### config.mk
export PLATFORM = sky130hd
export DESIGN_NAME = rt_fetch_prefetch
export DESIGN_NICKNAME = d
export VERILOG_FILES = /design/src/rtl/rt_fetch_prefetch.sv
export SDC_FILE = /design/constraint.sdc
export NUM_CORES = 1
export LEC_CHECK = 0
export ABC_AREA = 1
export BUFFER_PORTS_ARGS = -buffer_cell sky130_fd_sc_hd__buf_2
export CORE_MARGIN = 4
export CORE_UTILIZATION = 25
export CTS_CLUSTER_SIZE = 8
export DETAILED_ROUTE_END_ITERATION = 8
export SETUP_SLACK_MARGIN = 0.5
export SYNTH_ARGS = -nofsm -noshare
export SYNTH_HDL_FRONTEND = slang
export SYNTH_SLANG_ARGS = --single-unit
### constraint.sdc
create_clock -name clk_rt_50mhz -period 9.4 [get_ports clk_rt_50mhz]
set_input_delay 0.94 -clock clk_rt_50mhz [delete_from_list [all_inputs] [get_ports clk_rt_50mhz]]
set_output_delay 0.94 -clock clk_rt_50mhz [all_outputs]
set_load 0.03 [all_outputs]
### src/rtl/rt_fetch_prefetch.sv
`default_nettype none
// ============================================================================
// Module   : rt_fetch_prefetch
// Purpose  : RT-Core sequential instruction prefetcher with redirect flush,
//            decode-side FIFO and I-cache stall watchdog.
// Revision : 1.0
// ============================================================================
module rt_fetch_prefetch #(
  parameter int          DEPTH    = 4,
  parameter logic [15:0] RESET_PC = 16'h0000,
  parameter int          TIMEOUT  = 128
) (
  input  logic                     clk_rt_50mhz,
  input  logic                     rst,
  input  logic                     redirect_valid,
  input  logic [15:0]              redirect_pc,
  output logic                     ic_req,
  output logic [15:0]              ic_addr,
  input  logic [15:0]              ic_data,
  input  logic                     ic_ready,
  input  logic                     ic_idle,
  output logic                     dec_valid,
  output logic [15:0]              dec_instr,
  output logic [15:0]              dec_pc,
  input  logic                     dec_ready,
  output logic                     fetch_fault,
  output logic [$clog2(DEPTH):0]   fifo_level
);

  localparam int PW = $clog2(DEPTH);
  localparam int LW = PW + 1;
  localparam logic [LW-1:0] c_depth    = LW'(DEPTH);
  localparam logic [7:0]    c_tmo_last = 8'(TIMEOUT - 1);

  typedef enum logic [1:0] {
    S_WAIT  = 2'd0,
    S_REQ   = 2'd1,
    S_FAULT = 2'd2
  } state_t;

  state_t        r_state,    w_state_nxt;
  logic [15:0]   r_fetch_pc, w_fetch_pc_nxt;
  logic [15:0]   r_pend_pc,  w_pend_pc_nxt;
  logic          r_discard,  w_discard_nxt;
  logic [7:0]    r_tcnt,     w_tcnt_nxt;
  logic          r_fault,    w_fault_nxt;
  logic          w_push;
  logic          w_pop;

  logic [31:0]   r_mem [DEPTH];
  logic [PW-1:0] r_wr_ptr;
  logic [PW-1:0] r_rd_ptr;
  logic [LW-1:0] r_level;

  always_ff @(posedge clk_rt_50mhz) begin
    if (rst) begin
      r_state    <= S_WAIT;
      r_fetch_pc <= RESET_PC;
      r_pend_pc  <= '0;
      r_discard  <= 1'b0;
      r_tcnt     <= '0;
      r_fault    <= 1'b0;
    end else begin
      r_state    <= w_state_nxt;
      r_fetch_pc <= w_fetch_pc_nxt;
      r_pend_pc  <= w_pend_pc_nxt;
      r_discard  <= w_discard_nxt;
      r_tcnt     <= w_tcnt_nxt;
      r_fault    <= w_fault_nxt;
    end
  end

  always_comb begin
    w_state_nxt    = r_state;
    w_fetch_pc_nxt = r_fetch_pc;
    w_pend_pc_nxt  = r_pend_pc;
    w_discard_nxt  = r_discard;
    w_tcnt_nxt     = r_tcnt;
    w_fault_nxt    = r_fault;
    w_push         = 1'b0;
    case (r_state)
      S_WAIT: begin
        if (redirect_valid) begin
          w_fetch_pc_nxt = redirect_pc;
        end else if (ic_idle && (r_level < c_depth)) begin
          w_state_nxt = S_REQ;
          w_tcnt_nxt  = '0;
        end
      end
      S_REQ: begin
        if (ic_ready) begin
          w_state_nxt   = S_WAIT;
          w_discard_nxt = 1'b0;
          if (redirect_valid) begin
            w_fetch_pc_nxt = redirect_pc;
          end else if (r_discard) begin
            w_fetch_pc_nxt = r_pend_pc;
          end else begin
            w_push         = 1'b1;
            w_fetch_pc_nxt = r_fetch_pc + 16'd1;
          end
        end else begin
          // The cache fills from the live address, so a redirect here is
          // parked until the outstanding word returns.
          if (redirect_valid) begin
            w_pend_pc_nxt = redirect_pc;
            w_discard_nxt = 1'b1;
          end
          if (r_tcnt == c_tmo_last) begin
            w_state_nxt   = S_FAULT;
            w_fault_nxt   = 1'b1;
            w_tcnt_nxt    = '0;
            w_discard_nxt = 1'b0;
          end else begin
            w_tcnt_nxt = r_tcnt + 8'd1;
          end
        end
      end
      S_FAULT: begin
        if (redirect_valid) begin
          w_state_nxt    = S_WAIT;
          w_fault_nxt    = 1'b0;
          w_fetch_pc_nxt = redirect_pc;
        end
      end
      default: w_state_nxt = S_WAIT;
    endcase
  end

  // A redirect flushes the buffer and overrides any pop in the same cycle.
  assign w_pop = dec_valid && dec_ready && !redirect_valid;

  always_ff @(posedge clk_rt_50mhz) begin
    if (rst) begin
      r_wr_ptr <= '0;
      r_rd_ptr <= '0;
      r_level  <= '0;
      for (int i = 0; i < DEPTH; i++) begin
        r_mem[i] <= '0;
      end
    end else if (redirect_valid) begin
      r_wr_ptr <= '0;
      r_rd_ptr <= '0;
      r_level  <= '0;
    end else begin
      if (w_push) begin
        r_mem[r_wr_ptr] <= {r_fetch_pc, ic_data};
        r_wr_ptr        <= r_wr_ptr + PW'(1);
      end
      if (w_pop) begin
        r_rd_ptr <= r_rd_ptr + PW'(1);
      end
      case ({w_push, w_pop})
        2'b10:   r_level <= r_level + LW'(1);
        2'b01:   r_level <= r_level - LW'(1);
        default: r_level <= r_level;
      endcase
    end
  end

  assign ic_req      = (r_state == S_REQ);
  assign ic_addr     = r_fetch_pc;
  assign dec_valid   = (r_level != '0);
  assign dec_pc      = r_mem[r_rd_ptr][31:16];
  assign dec_instr   = r_mem[r_rd_ptr][15:0];
  assign fetch_fault = r_fault;
  assign fifo_level  = r_level;

endmodule
`default_nettype wire
* After elaboration in Yosys (flattened, before gate mapping)
Memory sizes are Yosys's and may differ from the RTL's. A register that Yosys moved wholly into a read port is not among the register bits. Index checks and enable logic that the tools add are counted.
Storage, ports and cells: flip-flop bits (word level) 51, memory bits (writable) 128, input bits 38, output and inout port bits 54, logic and storage cells 90, memories kept 1
Memories:
- r_mem | words 4, width 32, rd ports 1, clocked after Yosys merged registers in 1, write ports 4, RTL line 50 | logic [31:0] r_mem [DEPTH];
Operators by class: add/sub/neg operators 6, $lt $le $gt $ge 1, eq/ne operators 13, multiplexer cells 39, bitwise logic cells 1, reductions and logical operators 20
Operator list (number):
- $mux 16 | 4
- $mux 32 | 1
- $mux 8 | 4
- $pmux 16 s2 | 1
- $reduce_or 32->1 | 1
- $mux 1 | 17
- $add 16x1->16 const B | 1
- $mux 2 | 8
- $pmux 8 s2 | 1
- $reduce_and 4->1 | 3
- $add 8x1->8 const B | 1
- $eq 8x7->1 const B | 1
- $ne 2x2->1 const B | 4
- $reduce_bool 2->1 | 4
- $ne 2x1->1 const B | 3
- $pmux 2 s3 | 1
- $pmux 3 s2 | 1
- $reduce_and 3->1 | 2
- $reduce_bool 3->1 | 2
- $add 2x1->2 const B | 2
- $eq 2x1->1 const B | 2
- $eq 2x2->1 const B | 2
- $reduce_or 2->1 | 2
- $add 3x1->3 const B | 1
- other kinds (9) | 11

* Logic depth before layout (Yosys ltp)
depth after elaboration 10, depth in mapped cells 11, depth with buffers taken out 11

* Least setup slack after synthesis
Ideal clock, no wire load.
path kind input-to-reg, from input port redirect_valid, to memory r_mem[1][0], enable pin, setup time 0.466 ns, data arrival time 3.506 ns, setup slack 5.428 ns, stages on the path 3, buffers on the path 0, cell sequence inv_2 > nand4_4 > o21ai_0
RTL lines:
- start, declared | RTL line 15 | input logic redirect_valid,
- end, declared | RTL line 50

==> metrics <==
run status finished, final reports clean; HP Class flip-flop to flip-flop; Std-Cell Rows 65; Unique masters post-synth 31; sequential share of the synthesized area 59.9%; overall routing resource usage 12.2%; RSZ-0062 raised after global routing false; vias in the first global route about 6300; storage element area around 4900 µm²; post-synthesis mux area share 0%; Peak VDD IR around 0.13 mV; CTS buffer count 17; # resized after CTS 0; post-CTS setup buffers 0; Initial Util 25.6%; Final nets 1034; CTS tree built; Ant. Diodes 0; Cell Pwr Density 176 nW/µm²; Final Hold Fails 0; Avg WL per Cell 15.1 µm; die height 189 µm; maximum fanout along the worst path 65; Ports 92; syn nets around 960; setup_tns 0 ns; final instance area 9620 µm²; Syn Area/Cell approximately 8.9 µm²; Critical Path AT 2.62 ns; Worst-Margin Slew 1.13 ns; Max Clk Rate 281 MHz; Skew-Pair Late Insertion Delay approximately 0.42 ns; GP Congestion 0.767; Tcrit/Tclk final ~38%; post-DR vias/cell roughly 4.5; clock buffer depth 2; die width 189 µm; largest family of logic cells by synthesized area simple AND/OR/NAND/NOR gates; post-layout min period ~3.6 ns; Vias around 6500; Multi-input gate area 2790 µm²; Yosys reg bits 181; Post-Synth XOR/XNOR Area 0.321%; Die ar. 35700 µm²; WHS Path Cells 2; largest net degree at the start of global routing 66; layout cells sized above 1 14.5%; H-tree Lvls 4; CTS clk-pin slew, worst paths roughly 0.070 ns; Final setup viols 0; clock sinks 181; crit start category flip-flop; Synth Area in Adders 0.703%; clk_skew roughly 0.011 ns; Iter 0 DRT Violations 395; Compound-Gate Fraction of Synth Area 12.7%; root buffer cell clkbuf_16; Worst Setup End Kind output port; cells after synthesis 919; first-pass GRT wire length 34.5 mm; initial antenna violation count 0; Pleak slightly below 4 nW; Filler cells ~3400; simple-gate portion of the synthesized area 20.2%; drt total wl between 20 and 25 mm; Slew Limit Fails 0; cell area after synthesis approximately 8000 µm²; DRC errors left 0; relative slew slack 24.9%; DRT antenna net count 0; yosys warns 0; DP HPWL 14.1 mm; Worst R2R Path Depth 6; Layout area overhead 17.5%; placed cell area 9080 µm²; critical path type flip-flop to output port; required time of the critical path 8.46 ns; Post-CTS Hold Buffers 0; maxcap violations 0; Synth area leader edfxtp_1; 1st-pass router iterations 5; Congestion Overflow GR 0; total power ~1.7 mW; Port-buffer cells 91; top area cells in the synthesized netlist edfxtp_1 47%, dfxtp_1 13%, nor2_1 11%; Core Area 32000 µm²; share of the synthesized area in the top cell type between 40% and 50%
placed cells by master (no fill, tap or decap), types with 2 or more instances in the layout:
| master | synthesis | routed |
|---|---|---|
| a21oi_1 | 39 | 39 |
| a31oi_1 | 2 | 2 |
| buf_2 | 10 | 91 |
| buf_4 | 0 | 9 |
| clkbuf_16 | 0 | 17 |
| clkinv_1 | 2 | 7 |
| clkinv_2 | 0 | 2 |
| clkinv_4 | 0 | 3 |
| dfxtp_1 | 53 | 52 |
| edfxtp_1 | 128 | 128 |
| ha_1 | 3 | 3 |
| inv_1 | 76 | 76 |
| inv_2 | 6 | 6 |
| inv_6 | 0 | 2 |
| nand2_1 | 97 | 96 |
| nand2_2 | 3 | 4 |
| nand3_1 | 26 | 26 |
| nand4_1 | 8 | 8 |
| nor2_1 | 240 | 240 |
| nor2_2 | 2 | 2 |
| nor3_1 | 21 | 21 |
| o21ai_0 | 120 | 119 |
| o21ai_2 | 0 | 2 |
| o22ai_1 | 33 | 33 |
| or2_2 | 2 | 2 |
| xor2_1 | 3 | 3 |
cells in the mapped netlist:
cell	instances
nor3_1	21
fa_1	1
nor3b_1	1
inv_2	6
ha_1	3
o21ai_1	1
nor2_2	2
xor2_1	3
inv_1	76
nand2_1	97
buf_2	10
nor2_4	1
o211ai_1	1
nand3_1	26
a31oi_1	2
nand4_4	1
dfxtp_1	53
nand2_2	3
clkinv_1	2
a211oi_1	1
o21bai_1	1
nor2_8	1
or2_2	2
clkbuf_1	33
nand4_1	8
o22ai_1	33
a21oi_1	39
edfxtp_1	128
o21ai_0	120
buf_1	3
nor2_1	240
per-stage QoR:
step	utilization, %	setup slack, ns	hold WS (ns)	instances
after floorplan	-	5.43	0.436	919
after global placement	28.4	6.23	0.453	1408
after detailed placement	28.4	6.20	0.454	1408
after CTS	30.1	5.77	0.463	1440
after global routing	30.1	5.53	0.483	1440
final	30.1	5.84	0.457	1440
report_power, final:
part | internal, mW | leakage [nW] | switching, mW
Combinational | 0.0343 | 1.87 | 0.0986
Clock | 0.362 | 0.262 | 0.302
Sequential | 0.881 | 1.75 | 0.0180
final timing paths:
kind                                  start      endpoint  slack, ns
worst max-delay path              flip-flop  dec_instr[2]       5.84
worst max register to register    r_discard   r_mem[0][1]       6.51
worst min register to register  fetch_fault   fetch_fault       0.46
worst min-delay path            fetch_fault   fetch_fault       0.46
worst max-delay path, cell delays in order (launching register included):
cell	delay, ns
dfxtp_2	0.31
buf_4	0.49
clkinv_1	0.40
buf_4	0.39
o21ai_0	0.24
o22ai_1	0.14
buf_2	0.20
logic make-up after synthesis:
logic type	after synthesis
and+or+nand+nor	403
AOI/OAI and AO/OA	198
xor gates and xnor gates	3
buffers and inverters	130
DFF	181
adders and majority gates	4
layer usage:
metal | global-route usage, % | wire (µm) | up-vias
li1 | - | - | 3238
met1 | 17.1 | 10400 | 3090
met2 | 19.4 | 9990 | 162
met3 | 2.64 | 1220 | 13
met4 | 2.61 | 162 | 0
met5 | 0 | 0 | -
final cells by class:
cell class	count	area share (%)
clock buffer	18	4.46
clock inverter	14	1.14
inverter	84	3.28
multi-input combinational	608	29.0
sequential	181	51.0
tap	435	5.66
timing repair buffer	100	5.44
registers in the layout, indices dropped and copies added (netlist names), 2 cells and up, named ones only:
register	count
r_tcnt	8
r_state	2
r_mem	128
fifo_level	3
ic_addr	16
r_pend_pc	16
r_wr_ptr	2
r_rd_ptr	2
Power figures use the tool's default switching activity.
